==> config.mk <==
export PLATFORM = sky130hd
export DESIGN_NAME = serial_add_ctrl_flat
export DESIGN_NICKNAME = d
export VERILOG_FILES = /design/src/rtl/serial_add_ctrl_if.sv /design/src/rtl/serial_add_ctrl.sv /design/src/flat_wrapper.sv
export SDC_FILE = /design/constraint.sdc
export NUM_CORES = 1
export LEC_CHECK = 0
export ABC_AREA = 1
export BUFFER_PORTS_ARGS = -buffer_cell sky130_fd_sc_hd__buf_4
export CORE_MARGIN = 1.5
export CORE_UTILIZATION = 52
export CTS_CLUSTER_DIAMETER = 100
export DETAILED_ROUTE_END_ITERATION = 10
export MAX_ROUTING_LAYER = met4
export PLACE_DENSITY = 0.81
export SLEW_MARGIN = 10
export SYNTH_ARGS = -nofsm -noshare
export SYNTH_HDL_FRONTEND = slang
export SYNTH_SLANG_ARGS = --single-unit
==> constraint.sdc <==
create_clock -name clk -period 1.38 [get_ports clk]
set_input_delay 0.069 -clock clk [delete_from_list [all_inputs] [get_ports clk]]
set_output_delay 0.069 -clock clk [all_outputs]
set_load 0.03 [all_outputs]
==> src/rtl/serial_add_ctrl_if.sv <==
// Handshake and result bundle for the bit-serial adder sequencer.
// The master side is the operand producer and result consumer; the slave side is the controller.
interface serial_add_ctrl_if #(
    parameter int unsigned data_bitsize = 4
);
    localparam int unsigned CNT_W = $clog2(data_bitsize) + 1;

    logic                    in_valid;
    logic                    in_ready;
    logic [data_bitsize-1:0] a;
    logic [data_bitsize-1:0] b;
    logic                    out_valid;
    logic                    out_ready;
    logic [data_bitsize-1:0] sum;
    logic                    cout;
    logic                    busy;
    logic [CNT_W-1:0]        bit_cnt;

    modport master (
        output in_valid, a, b, out_ready,
        input  in_ready, out_valid, sum, cout, busy, bit_cnt
    );

    modport slave (
        input  in_valid, a, b, out_ready,
        output in_ready, out_valid, sum, cout, busy, bit_cnt
    );
endinterface

==> src/rtl/serial_add_ctrl.sv <==
// Sequencer for a bit-serial adder: loads an operand pair, adds LSB first through a
// single carry flip-flop for data_bitsize cycles, then holds sum/cout until consumed.
module serial_add_ctrl #(
    parameter int unsigned data_bitsize = 4
) (
    input  logic              clk,
    input  logic              reset,
    serial_add_ctrl_if.slave  bus
);
    localparam int unsigned CNT_W = $clog2(data_bitsize) + 1;

    typedef enum logic [1:0] {
        IDLE,
        SHIFT,
        DONE
    } state_t;

    state_t                  state;
    logic [data_bitsize-1:0] a_sr;
    logic [data_bitsize-1:0] b_sr;
    logic [data_bitsize-1:0] sum_r;
    logic                    carry;
    logic                    cout_r;
    logic [CNT_W-1:0]        cnt;
    logic                    in_ready_r;
    logic                    out_valid_r;
    logic                    busy_r;

    logic s_bit;
    logic maj;
    logic last_bit;

    always_comb begin
        s_bit    = a_sr[0] ^ b_sr[0] ^ carry;
        maj      = (a_sr[0] & b_sr[0]) | (a_sr[0] & carry) | (b_sr[0] & carry);
        last_bit = (cnt == CNT_W'(data_bitsize - 1));
    end

    // Status flags are registered next to the state so they always equal its decode.
    always_ff @(posedge clk or posedge reset) begin
        if (reset) begin
            state       <= IDLE;
            a_sr        <= '0;
            b_sr        <= '0;
            sum_r       <= '0;
            carry       <= 1'b0;
            cout_r      <= 1'b0;
            cnt         <= '0;
            in_ready_r  <= 1'b1;
            out_valid_r <= 1'b0;
            busy_r      <= 1'b0;
        end else begin
            case (state)
                IDLE: begin
                    if (bus.in_valid) begin
                        a_sr       <= bus.a;
                        b_sr       <= bus.b;
                        carry      <= 1'b0;
                        cnt        <= '0;
                        sum_r      <= '0;
                        state      <= SHIFT;
                        in_ready_r <= 1'b0;
                        busy_r     <= 1'b1;
                    end
                end
                SHIFT: begin
                    carry <= maj;
                    sum_r <= {s_bit, sum_r[data_bitsize-1:1]};
                    a_sr  <= {1'b0, a_sr[data_bitsize-1:1]};
                    b_sr  <= {1'b0, b_sr[data_bitsize-1:1]};
                    cnt   <= cnt + 1'b1;
                    if (last_bit) begin
                        cout_r      <= maj;
                        state       <= DONE;
                        out_valid_r <= 1'b1;
                    end
                end
                DONE: begin
                    if (bus.out_ready) begin
                        state       <= IDLE;
                        out_valid_r <= 1'b0;
                        busy_r      <= 1'b0;
                        in_ready_r  <= 1'b1;
                    end
                end
                default: begin
                    state       <= IDLE;
                    in_ready_r  <= 1'b1;
                    out_valid_r <= 1'b0;
                    busy_r      <= 1'b0;
                end
            endcase
        end
    end

    assign bus.in_ready  = in_ready_r;
    assign bus.out_valid = out_valid_r;
    assign bus.busy      = busy_r;
    assign bus.sum       = sum_r;
    assign bus.cout      = cout_r;
    assign bus.bit_cnt   = cnt;
endmodule

==> src/flat_wrapper.sv <==
// flat-port wrapper written by rule: the top's interface ports become plain ports
module serial_add_ctrl_flat 
#(
    parameter int unsigned data_bitsize = 4
)
  (clk, reset, bus_in_valid, bus_a, bus_b, bus_out_ready, bus_in_ready, bus_out_valid, bus_sum, bus_cout, bus_busy, bus_bit_cnt);
  serial_add_ctrl_if #(.data_bitsize(data_bitsize)) bus_i ();
  input  logic clk;
  input  logic reset;
  input wire logic [$bits(bus_i.in_valid)-1:0] bus_in_valid;
  input wire logic [$bits(bus_i.a)-1:0] bus_a;
  input wire logic [$bits(bus_i.b)-1:0] bus_b;
  input wire logic [$bits(bus_i.out_ready)-1:0] bus_out_ready;
  output wire logic [$bits(bus_i.in_ready)-1:0] bus_in_ready;
  output wire logic [$bits(bus_i.out_valid)-1:0] bus_out_valid;
  output wire logic [$bits(bus_i.sum)-1:0] bus_sum;
  output wire logic [$bits(bus_i.cout)-1:0] bus_cout;
  output wire logic [$bits(bus_i.busy)-1:0] bus_busy;
  output wire logic [$bits(bus_i.bit_cnt)-1:0] bus_bit_cnt;
  assign bus_i.in_valid = bus_in_valid;
  assign bus_i.a = bus_a;
  assign bus_i.b = bus_b;
  assign bus_i.out_ready = bus_out_ready;
  assign bus_in_ready = bus_i.in_ready;
  assign bus_out_valid = bus_i.out_valid;
  assign bus_sum = bus_i.sum;
  assign bus_cout = bus_i.cout;
  assign bus_busy = bus_i.busy;
  assign bus_bit_cnt = bus_i.bit_cnt;
  serial_add_ctrl #(.data_bitsize(data_bitsize)) u_core (.clk(clk), .reset(reset), .bus(bus_i));
endmodule
==> metrics.csv, run 1 <==
stage;metric;value;unit
setup_path;r2r_cells;6;
logic_synthesis;synth_xor_area_frac;0;
timing;fin_crit_sh;0.887;
setup_path;critPathSlowestCell;dfrtp_1;
timing;tightest_slew;0.411;ns
run_status;status;finished clean;
route;ant_nets;0;
min_path;hold_end;u_core.a_sr[3];
logic_synthesis;yosysSeqAreaShare;0.530;
setup_path;r2r_end;u_core.b_sr[0];
timing;relSlewSlack;0.726;
cts;cts_sinks;22;
logic_synthesis;synthSimpleGateAreaFrac;0.249;
cts;cts_buffer_depth;2;
timing;max_clock_freq;817;MHz
cts;root_buffer;clkbuf_4;
grt;grt_pass1_vias;696;
timing;whs;0.0426;ns
setup_path;crit_required;1.59;ns
layout;final_cell_mix;35 x nand2_1, 23 x buf_4, 21 x dfrtp_1;
job;maxCapViolations;0;
timing;fin_skew;0.0155;ns
logic_synthesis;synth_compound_area_frac;0.0721;
grt;grt_max_degree;16;
logic_synthesis;async_flop_share;1.00;
logic_synthesis;synth_top_family_by_area;simple AND/OR/NAND/NOR gates;
place;hpwl;1440;um
min_path;worstHoldPathCells;3;
logic_synthesis;synthAdderAreaFrac;0.0433;
floorplan;dieArea;0.00228;sq mm
floorplan;rows;16;
logic_synthesis;ys_seq_elements;22;
timing;drv_slew;0;
min_path;min_from;bus_a[3];
cts;h-tree-depth;1;
logic_synthesis;synthMuxAreaShare;0;
logic_synthesis;synth_edf_count;0;
logic_synthesis;yosysWarnings;0;
grt;grt-ovfl-total;0;
timing;min_period;1.22;ns
logic_synthesis;synthCells;113;
place;gp_congestion;0.765;
floorplan;initial_core_util;0.542;
setup_path;worstSetupPathType;flip-flop to flip-flop;
route;wl;1930;um
power;peakVddDrop;0.00142;V
layout;antennaDiodeCount;0;
floorplan;dieHeight;47.7;um
setup_path;crit_fanout;15;
logic_synthesis;ys_types;20;
route;vias;802;
layout;layout-drive-gt1-share;0.273;
layout;syn2layout_area_growth;20.3;%
logic_synthesis;netlist_area;0.00104;sq mm
cts;insertion_delay;0.30;ns
layout;final_common_cell;nand2_1;
grt;antenna_found_initial;0;
setup_path;cp.arrival;1.43;ns
setup_path;crit_cells;6;
grt;grt_pass1_wl;3080;um
timing;rsz0062_at_grt;false;
setup_path;crit_chain;inv_2, nand2_4, nand2_4, inv_2, nand2_1, nand2_1;
timing;finalSetupViolCount;0;
setup_path;critPathCaptureType;flip-flop;
power;leakage;0.000683;uW
layout;nFillCells;179;
setup_path;path_buf_inv;2;
route;viasPerCell;4.83;
place;io_buffers;22;
timing;finalSetupTns;0;ns
route;routedWlPerCell;11.6;um
floorplan;die_w;47.7;um
route;drc_errors;0;
grt;track_usage;0.198;
cts;clk_pin_slew;0.13;ns
route;first_pass_iters;4;
logic_synthesis;synthFlopType;dfrtp_1;
logic_synthesis;synth_fp_nets;128;
floorplan;core_area;0.00192;sq mm
timing;hold_violations;0;
setup_path;regToRegSetupSlack;0.16;ns
floorplan;ios;23;
route;drtIter0Drc;13;
min_path;hold_path.class;input pin to flip-flop;
setup_path;worstReg2RegStart;u_core.state[1];
cts;cts_buffers;3;
setup_path;slowest_delay;0.43;ns
cts;cts_tree;done;
setup_path;start_kind;flip-flop;
setup_path;crit_family;simple AND/OR/NAND/NOR gates;
power;cellPowerDensity;2430;mW/mm^2
logic_synthesis;syn_avg_cell_area;9.21;sq um
layout;num-nets-final;155;
-- synth_stat cells (2+ instances only) --
cell type | number | area (sq um)
or2_0 | 4 | 25.0
o22ai_1 | 7 | 43.8
dfrtp_1 | 21 | 526
inv_2 | 3 | 11.3
nand2_2 | 2 | 12.5
nand3_2 | 2 | 20.0
ha_1 | 2 | 25.0
inv_1 | 18 | 67.6
nand3_1 | 5 | 25.0
nand2_4 | 3 | 33.8
nand2_1 | 35 | 131
o21ai_1 | 3 | 15.0
-- stage by stage --
stage,setup WS [ns],cell area (sq um),cells,util,total power [uW]
after floorplan,0.145,1040,113,-,2370
after global placement,0.188,1220,161,0.633,2720
after detailed placement,0.141,1220,161,0.633,2780
after CTS,0.130,1250,166,0.652,3090
after global routing,0.0528,1250,166,0.652,3310
final,0.155,1250,166,0.652,3050
-- worst max-delay path by stage --
stage / startpoint / end / slack, ns
3_3_place_gp: u_core.state[1] / u_core.b_sr[2] / 0.19
4_1_cts: u_core.state[1] / u_core.b_sr[0] / 0.13
6_report: u_core.state[1] / u_core.b_sr[0] / 0.16
2_1_floorplan: u_core.bus.bit_cnt[0] / u_core.bus.bit_cnt[2] / 0.14
3_5_place_dp: u_core.state[1] / u_core.b_sr[0] / 0.14
5_1_grt: u_core.state[1] / u_core.a_sr[2] / 0.05
-- worst reg2reg max path: stages, from the launching register on --
cell	delay, ns
dfrtp_1	0.43
inv_2	0.12
nand2_4	0.14
nand2_4	0.21
inv_2	0.11
nand2_1	0.08
nand2_1	0.05
-- logic make-up (layout without fill, tap and decap cells) --
logic type | after synthesis | in the layout
compound gates | 12 | 12
buf+inv | 23 | 49
simple gates | 53 | 53
fa+ha+maj | 3 | 3
flops | 22 | 22
-- routing by layer --
layer / track usage / vias to the layer above / wire length [um]
met1: 0.261 / 386 / 863
li1: - / 399 / -
met2: 0.328 / 15 / 977
met3: 0.0340 / 2 / 76
met4: 0.0324 / 0 / 15
met5: - / - / 0
-- where the power goes --
group	leakage (uW)	switching (uW)	internal, uW
combinational	0.000393	1020	592
clock	0.0000150	183	112
sequential	0.000275	190	953
total	0.000683	1390	1660
-- registers in the layout, indices dropped and copies added, names as in the netlist --
signal and flops:
u_core.a_sr 4, u_core.b_sr 4, u_core.bus.sum 4, u_core.bus.bit_cnt 3, u_core.state 2, u_core.bus.busy 1
u_core.bus.cout 1, u_core.bus.in_ready 1, u_core.bus.out_valid 1, u_core.carry 1
-- timing repair --
item | 4_1_cts | 5_1_grt
resized for setup | 0 | 0
buffers inserted | 0 | 0
hold buffers | 1 | 0
hold endpoints to repair | 9 | 0
-- layout make-up --
class | instances | area [sq um] | share of cell area
flip-flops and latches | 22 | 552 | 0.441
multi-input cells | 68 | 379 | 0.303
repair buffers | 24 | 183 | 0.146
inverters | 21 | 78.8 | 0.0629
well taps | 27 | 33.8 | 0.0270
clock buffers | 4 | 26.3 | 0.0210
Power figures use the tool's default switching activity.
==> inputs of run 2 (changes only) <==
--- a/config.mk
+++ b/config.mk
@@ -7,7 +7,8 @@
 export LEC_CHECK = 0
 export ABC_AREA = 1
 export BUFFER_PORTS_ARGS = -buffer_cell sky130_fd_sc_hd__buf_4
-export CORE_MARGIN = 1.5
+export CORE_ASPECT_RATIO = 0.7
+export CORE_MARGIN = 2
 export CORE_UTILIZATION = 52
 export CTS_CLUSTER_DIAMETER = 100
 export DETAILED_ROUTE_END_ITERATION = 10
==> run 2 against run 1 <==
Net effect:
- cell area is 3.2% higher
- sequential power hardly changed
- critical path type unchanged
- clock skew is 0.012 ns lower
- non-clock buffer count up 2
- count of clock-buffer cells in the layout shrank 1
- fmax fell by 2.6%
- routed wire length up 0.10%
- combinational power about the same
- via count grew 1.0%
- global-route usage is 0.74 points lower
- power up 6.9%
==> metrics.csv, run 2 (synthesized netlist as in run 1, its figures left out) <==
stage;metric;value;unit
run_status;status;finished clean;
timing;finalSetupViolCount;0;
power;leakage;0.000704;uW
grt;track_usage;0.191;
layout;antennaDiodeCount;0;
floorplan;ios;23;
floorplan;initial_core_util;0.557;
layout;final_cell_mix;35 x nand2_1, 23 x buf_4, 21 x dfrtp_1;
setup_path;worstReg2RegStart;u_core.state[1];
grt;antenna_found_initial;0;
setup_path;start_kind;flip-flop;
cts;clk_pin_slew;0.13;ns
cts;cts_tree;done;
power;power.share.switching;0.435;
grt;grt-ovfl-total;0;
layout;final_common_cell;nand2_1;
route;drtIter0Drc;13;
route;ant_nets;0;
route;routedWlPerCell;11.9;um
grt;grt_pass1_vias;763;
setup_path;critPathCaptureType;flip-flop;
setup_path;crit_required;1.60;ns
route;first_pass_iters;4;
timing;rsz0062_at_grt;false;
setup_path;worstSetupPathType;flip-flop to flip-flop;
timing;tightest_slew;0.276;ns
cts;cts_buffers;3;
cts;cts_hold_buffers;1;
route;viasPerCell;4.97;
cts;root_buffer;clkbuf_4;
route;drc_errors;0;
timing;min_period;1.26;ns
layout;syn2layout_area_growth;24.2;%
floorplan;dieArea;0.00238;sq mm
cts;cts_sinks;22;
grt;grt_max_degree;23;
floorplan;die_w;57.5;um
min_path;min_from;bus_out_ready;
layout;layout-drive-gt1-share;0.277;
layout;num-nets-final;157;
setup_path;r2r_cells;6;
timing;hold_violations;0;
route;wl;1930;um
grt;grt_pass1_wl;3350;um
min_path;hold_path.class;input pin to flip-flop;
floorplan;rows;13;
timing;drv_slew;0;
timing;whs;0.0582;ns
timing;finalSetupTns;0;ns
place;hpwl;1430;um
setup_path;startpoint;u_core.state[1];
timing;max_clock_freq;795;MHz
power;power.internal;1840;uW
setup_path;crit_end;u_core.b_sr[2];
cts;post_cts_buffers;0;
route;vias;810;
setup_path;cp.arrival;1.48;ns
floorplan;core_area;0.00187;sq mm
power;seqPwrFrac;0.350;
place;io_buffers;22;
cts;cts_buffer_depth;2;
setup_path;crit_fanout;15;
timing;fin_skew;0.00394;ns
power;p_clk_frac;0.153;
power;p_switching;1420;uW
timing;relSlewSlack;0.816;
job;maxCapViolations;0;
cts;h-tree-depth;1;
layout;nFillCells;159;
floorplan;dieHeight;41.4;um
cts;cts_resized;0;
place;gp_congestion;0.761;
power;cellPowerDensity;2520;mW/mm^2
timing;fin_crit_sh;0.911;
power;combPwrFrac;0.497;
setup_path;regToRegSetupSlack;0.12;ns
cts;insertion_delay;0.31;ns
power;peakVddDrop;0.00164;V
setup_path;r2r_end;u_core.b_sr[2];
==> run 2: final cells by class <==
type                    instances  area, sq um  share of cell area
repair buffers                 26          203               0.157
multi-input cells              68          379               0.293
well taps                      22         27.5              0.0213
clock inverters                 1         30.0              0.0232
clock buffers                   3         22.5              0.0174
flip-flops and latches         22          552               0.427
inverters                      21         78.8              0.0610
==> run 2: routing by layer <==
layer	global-route usage	up-vias	share of wire
met5	-	-	0
met4	0.0279	0	0.0021
met3	0.0654	2	0.048
met2	0.293	19	0.46
met1	0.254	384	0.49
li1	-	405	-
==> run 2: through the flow <==
step	setup slack (ns)	cells	total power (uW)	cell area [sq um]	util
finish	0.123	163	3260	1290	0.691
global route	0.00725	163	3520	1290	0.691
CTS	0.126	161	3290	1270	0.680
detailed placement	0.154	156	2770	1210	0.647
global placement	0.198	156	2720	1210	0.647
floorplan	0.145	113	2370	1040	-
==> run 2: how the worst min path moves through the flow <==
stage / endpoint / slack (ns) / depth (start not counted)
floorplan: u_core.a_sr[0] / 0.06 / 1
global placement: u_core.bus.cout / 0.12 / 3
detailed placement: u_core.bus.bit_cnt[2] / 0.13 / 3
CTS: u_core.b_sr[3] / 0.005 / 3
global route: u_core.state[1] / 0.06 / 3
finish: u_core.state[1] / 0.06 / 3
==> run 2: critical path, stage by stage (launching register included) <==
cell and delay (ns):
dfrtp_1 0.44, inv_2 0.12, nand2_4 0.14, nand2_4 0.21, inv_2 0.12, nand2_1 0.09, nand2_2 0.05
==> run 2: power groups by stage <==
stage / combinational, uW / clock (uW) / sequential (uW)
after floorplan: 957 / 0 / 1420
after global placement: 1580 / 0 / 1140
after detailed placement: 1620 / 0 / 1150
after CTS: 1640 / 510 / 1140
after global routing: 1810 / 532 / 1170
final: 1620 / 498 / 1140
==> inputs of run 3 (changes only) <==
--- a/config.mk
+++ b/config.mk
@@ -14,6 +14,7 @@
 export DETAILED_ROUTE_END_ITERATION = 10
 export MAX_ROUTING_LAYER = met4
 export PLACE_DENSITY = 0.81
+export REMOVE_ABC_BUFFERS = 1
 export SLEW_MARGIN = 10
 export SYNTH_ARGS = -nofsm -noshare
 export SYNTH_HDL_FRONTEND = slang
==> run 3 against run 2 <==
Net effect:
- routed wire length down 1.5%
- first-iteration DRC count grew 120%
- sequential cell count is the same
- clock power about the same
- cell area shrank 1.5%
- sequential power about the same
- clock skew fell by 0.0030 ns
- critical endpoint is now u_core.a_sr[2]
- largest cell class unchanged
- largest power group unchanged
- highest routed layer unchanged
==> metrics.csv, run 3 (synthesized netlist as in run 1, its figures left out) <==
stage;metric;value;unit
grt;track_usage;0.190;
route;viasPerCell;4.83;
cts;cts_sinks;22;
cts;cts_resized;0;
timing;finalSetupViolCount;0;
setup_path;regToRegSetupSlack;0.14;ns
layout;final_cell_mix;35 x nand2_1, 23 x buf_4, 21 x dfrtp_1;
power;leakage;0.000696;uW
grt;antenna_found_initial;0;
power;power.share.switching;0.434;
layout;final_common_cell;nand2_1;
grt;grt_pass1_wl;3430;um
layout;layout-drive-gt1-share;0.281;
timing;finalSetupTns;0;ns
route;drtIter0Drc;28;
min_path;hold_path.class;input pin to flip-flop;
cts;cts_buffers;3;
cts;insertion_delay;0.31;ns
timing;drv_slew;0;
place;place_area;0.00121;sq mm
setup_path;slowest_delay;0.43;ns
power;p_clk_frac;0.153;
place;hpwl;1390;um
route;routedWlPerCell;11.8;um
floorplan;core_area;0.00187;sq mm
timing;relSlewSlack;0.787;
power;peakVddDrop;0.00176;V
timing;hold_violations;0;
timing;max_clock_freq;805;MHz
route;ant_nets;0;
floorplan;ios;23;
job;maxCapViolations;0;
grt;grt_max_degree;16;
route;vias;777;
power;seqPwrFrac;0.351;
layout;final_area;0.00127;sq mm
route;first_pass_iters;4;
timing;tightest_slew;0.319;ns
timing;min_period;1.24;ns
setup_path;cp.arrival;1.46;ns
floorplan;dieHeight;41.4;um
layout;nFillCells;152;
layout;final_cells;161;
cts;h-tree-depth;1;
power;combPwrFrac;0.497;
layout;antennaDiodeCount;0;
setup_path;start_kind;flip-flop;
place;io_buffers;22;
place;dpl.cell_count;156;
power;p_switching;1410;uW
setup_path;crit_chain;inv_2, nand2_4, nand2_4, inv_2, nand2_1, nand2_2;
floorplan;initial_core_util;0.557;
run_status;status;finished clean;
setup_path;critPathSlowestCell;dfrtp_1;
cts;cts_tree;done;
floorplan;dieArea;0.00238;sq mm
setup_path;crit_fanout;15;
cts;root_buffer;clkbuf_4;
setup_path;crit_required;1.60;ns
route;wl;1910;um
grt;grt-ovfl-total;0;
floorplan;rows;13;
layout;syn2layout_area_growth;22.2;%
cts;cts_buffer_depth;2;
floorplan;die_w;57.5;um
cts;clk_pin_slew;0.12;ns
setup_path;critPathCaptureType;flip-flop;
timing;rsz0062_at_grt;false;
power;power.internal;1840;uW
setup_path;worstSetupPathType;flip-flop to flip-flop;
place;gp_congestion;0.789;
route;drc_errors;0;
layout;num-nets-final;155;
timing;fin_skew;0.000922;ns
grt;grt_pass1_vias;770;
timing;fin_crit_sh;0.901;
power;cellPowerDensity;2550;mW/mm^2
## run 3: cell count changes in the layout (fill, tap and decap cells not counted)
cell,change
dlygate4sd3_1,-2
## run 3: path summary, 6_finish.rpt
kind,cells past startpoint,end,from
worst max-delay path,6,u_core.a_sr[2],u_core.state[1]
worst min-delay path,3,u_core.b_sr[3],bus_b[3]
worst max register to register,6,u_core.a_sr[2],u_core.state[1]
worst min register to register,2,u_core.bus.in_ready,u_core.bus.in_ready
max in group asynchronous,4,u_core.bus.in_ready,reset
min in group asynchronous,3,u_core.bus.cout,reset
## run 3: metal layers
metal | global-route usage | vias up | routed length [um]
met1 | 0.278 | 359 | 945
met4 | 0.0279 | 0 | 11
met3 | 0.0561 | 3 | 94
met5 | - | - | 0
met2 | 0.270 | 15 | 853
li1 | - | 400 | -
## run 3: per-stage QoR
step	power (uW)	hold WS, ns	setup WS [ns]	utilization
final	3250	0.00960	0.137	0.680
after floorplan	2270	0.0575	0.145	-
after global placement	2730	0.0396	0.192	0.647
after global routing	3520	0.00501	0.0579	0.680
after CTS	3270	0.00515	0.145	0.680
after detailed placement	2760	0.0496	0.163	0.647
## run 3: final cells by class
class	instances	area, sq um	area share
inverters	21	78.8	0.0619
clock inverters	1	30.0	0.0236
repair buffers	24	183	0.144
flip-flops and latches	22	552	0.434
well taps	22	27.5	0.0216
clock buffers	3	22.5	0.0177
multi-input cells	68	379	0.298
## run 3: worst max-delay path: cells and delay by family (launching register included)
| kind | cells | cell delay (ns) |
|---|---|---|
| and+or+nand+nor | 4 | 0.49 |
| DFF | 1 | 0.43 |
| buffers and inverters | 2 | 0.23 |
## run 3: power groups by stage
stage | registers, uW | clock network [uW] | logic [uW]
after floorplan | 1420 | 0 | 853
after global placement | 1140 | 0 | 1590
after detailed placement | 1150 | 0 | 1610
after CTS | 1140 | 503 | 1630
after global routing | 1170 | 535 | 1810
final | 1140 | 495 | 1610
## run 3: what timing repair did
item | CTS | global route
buffers inserted | 0 | 0
hold buffers | 1 | 0
hold endpoints to repair | 8 | 0
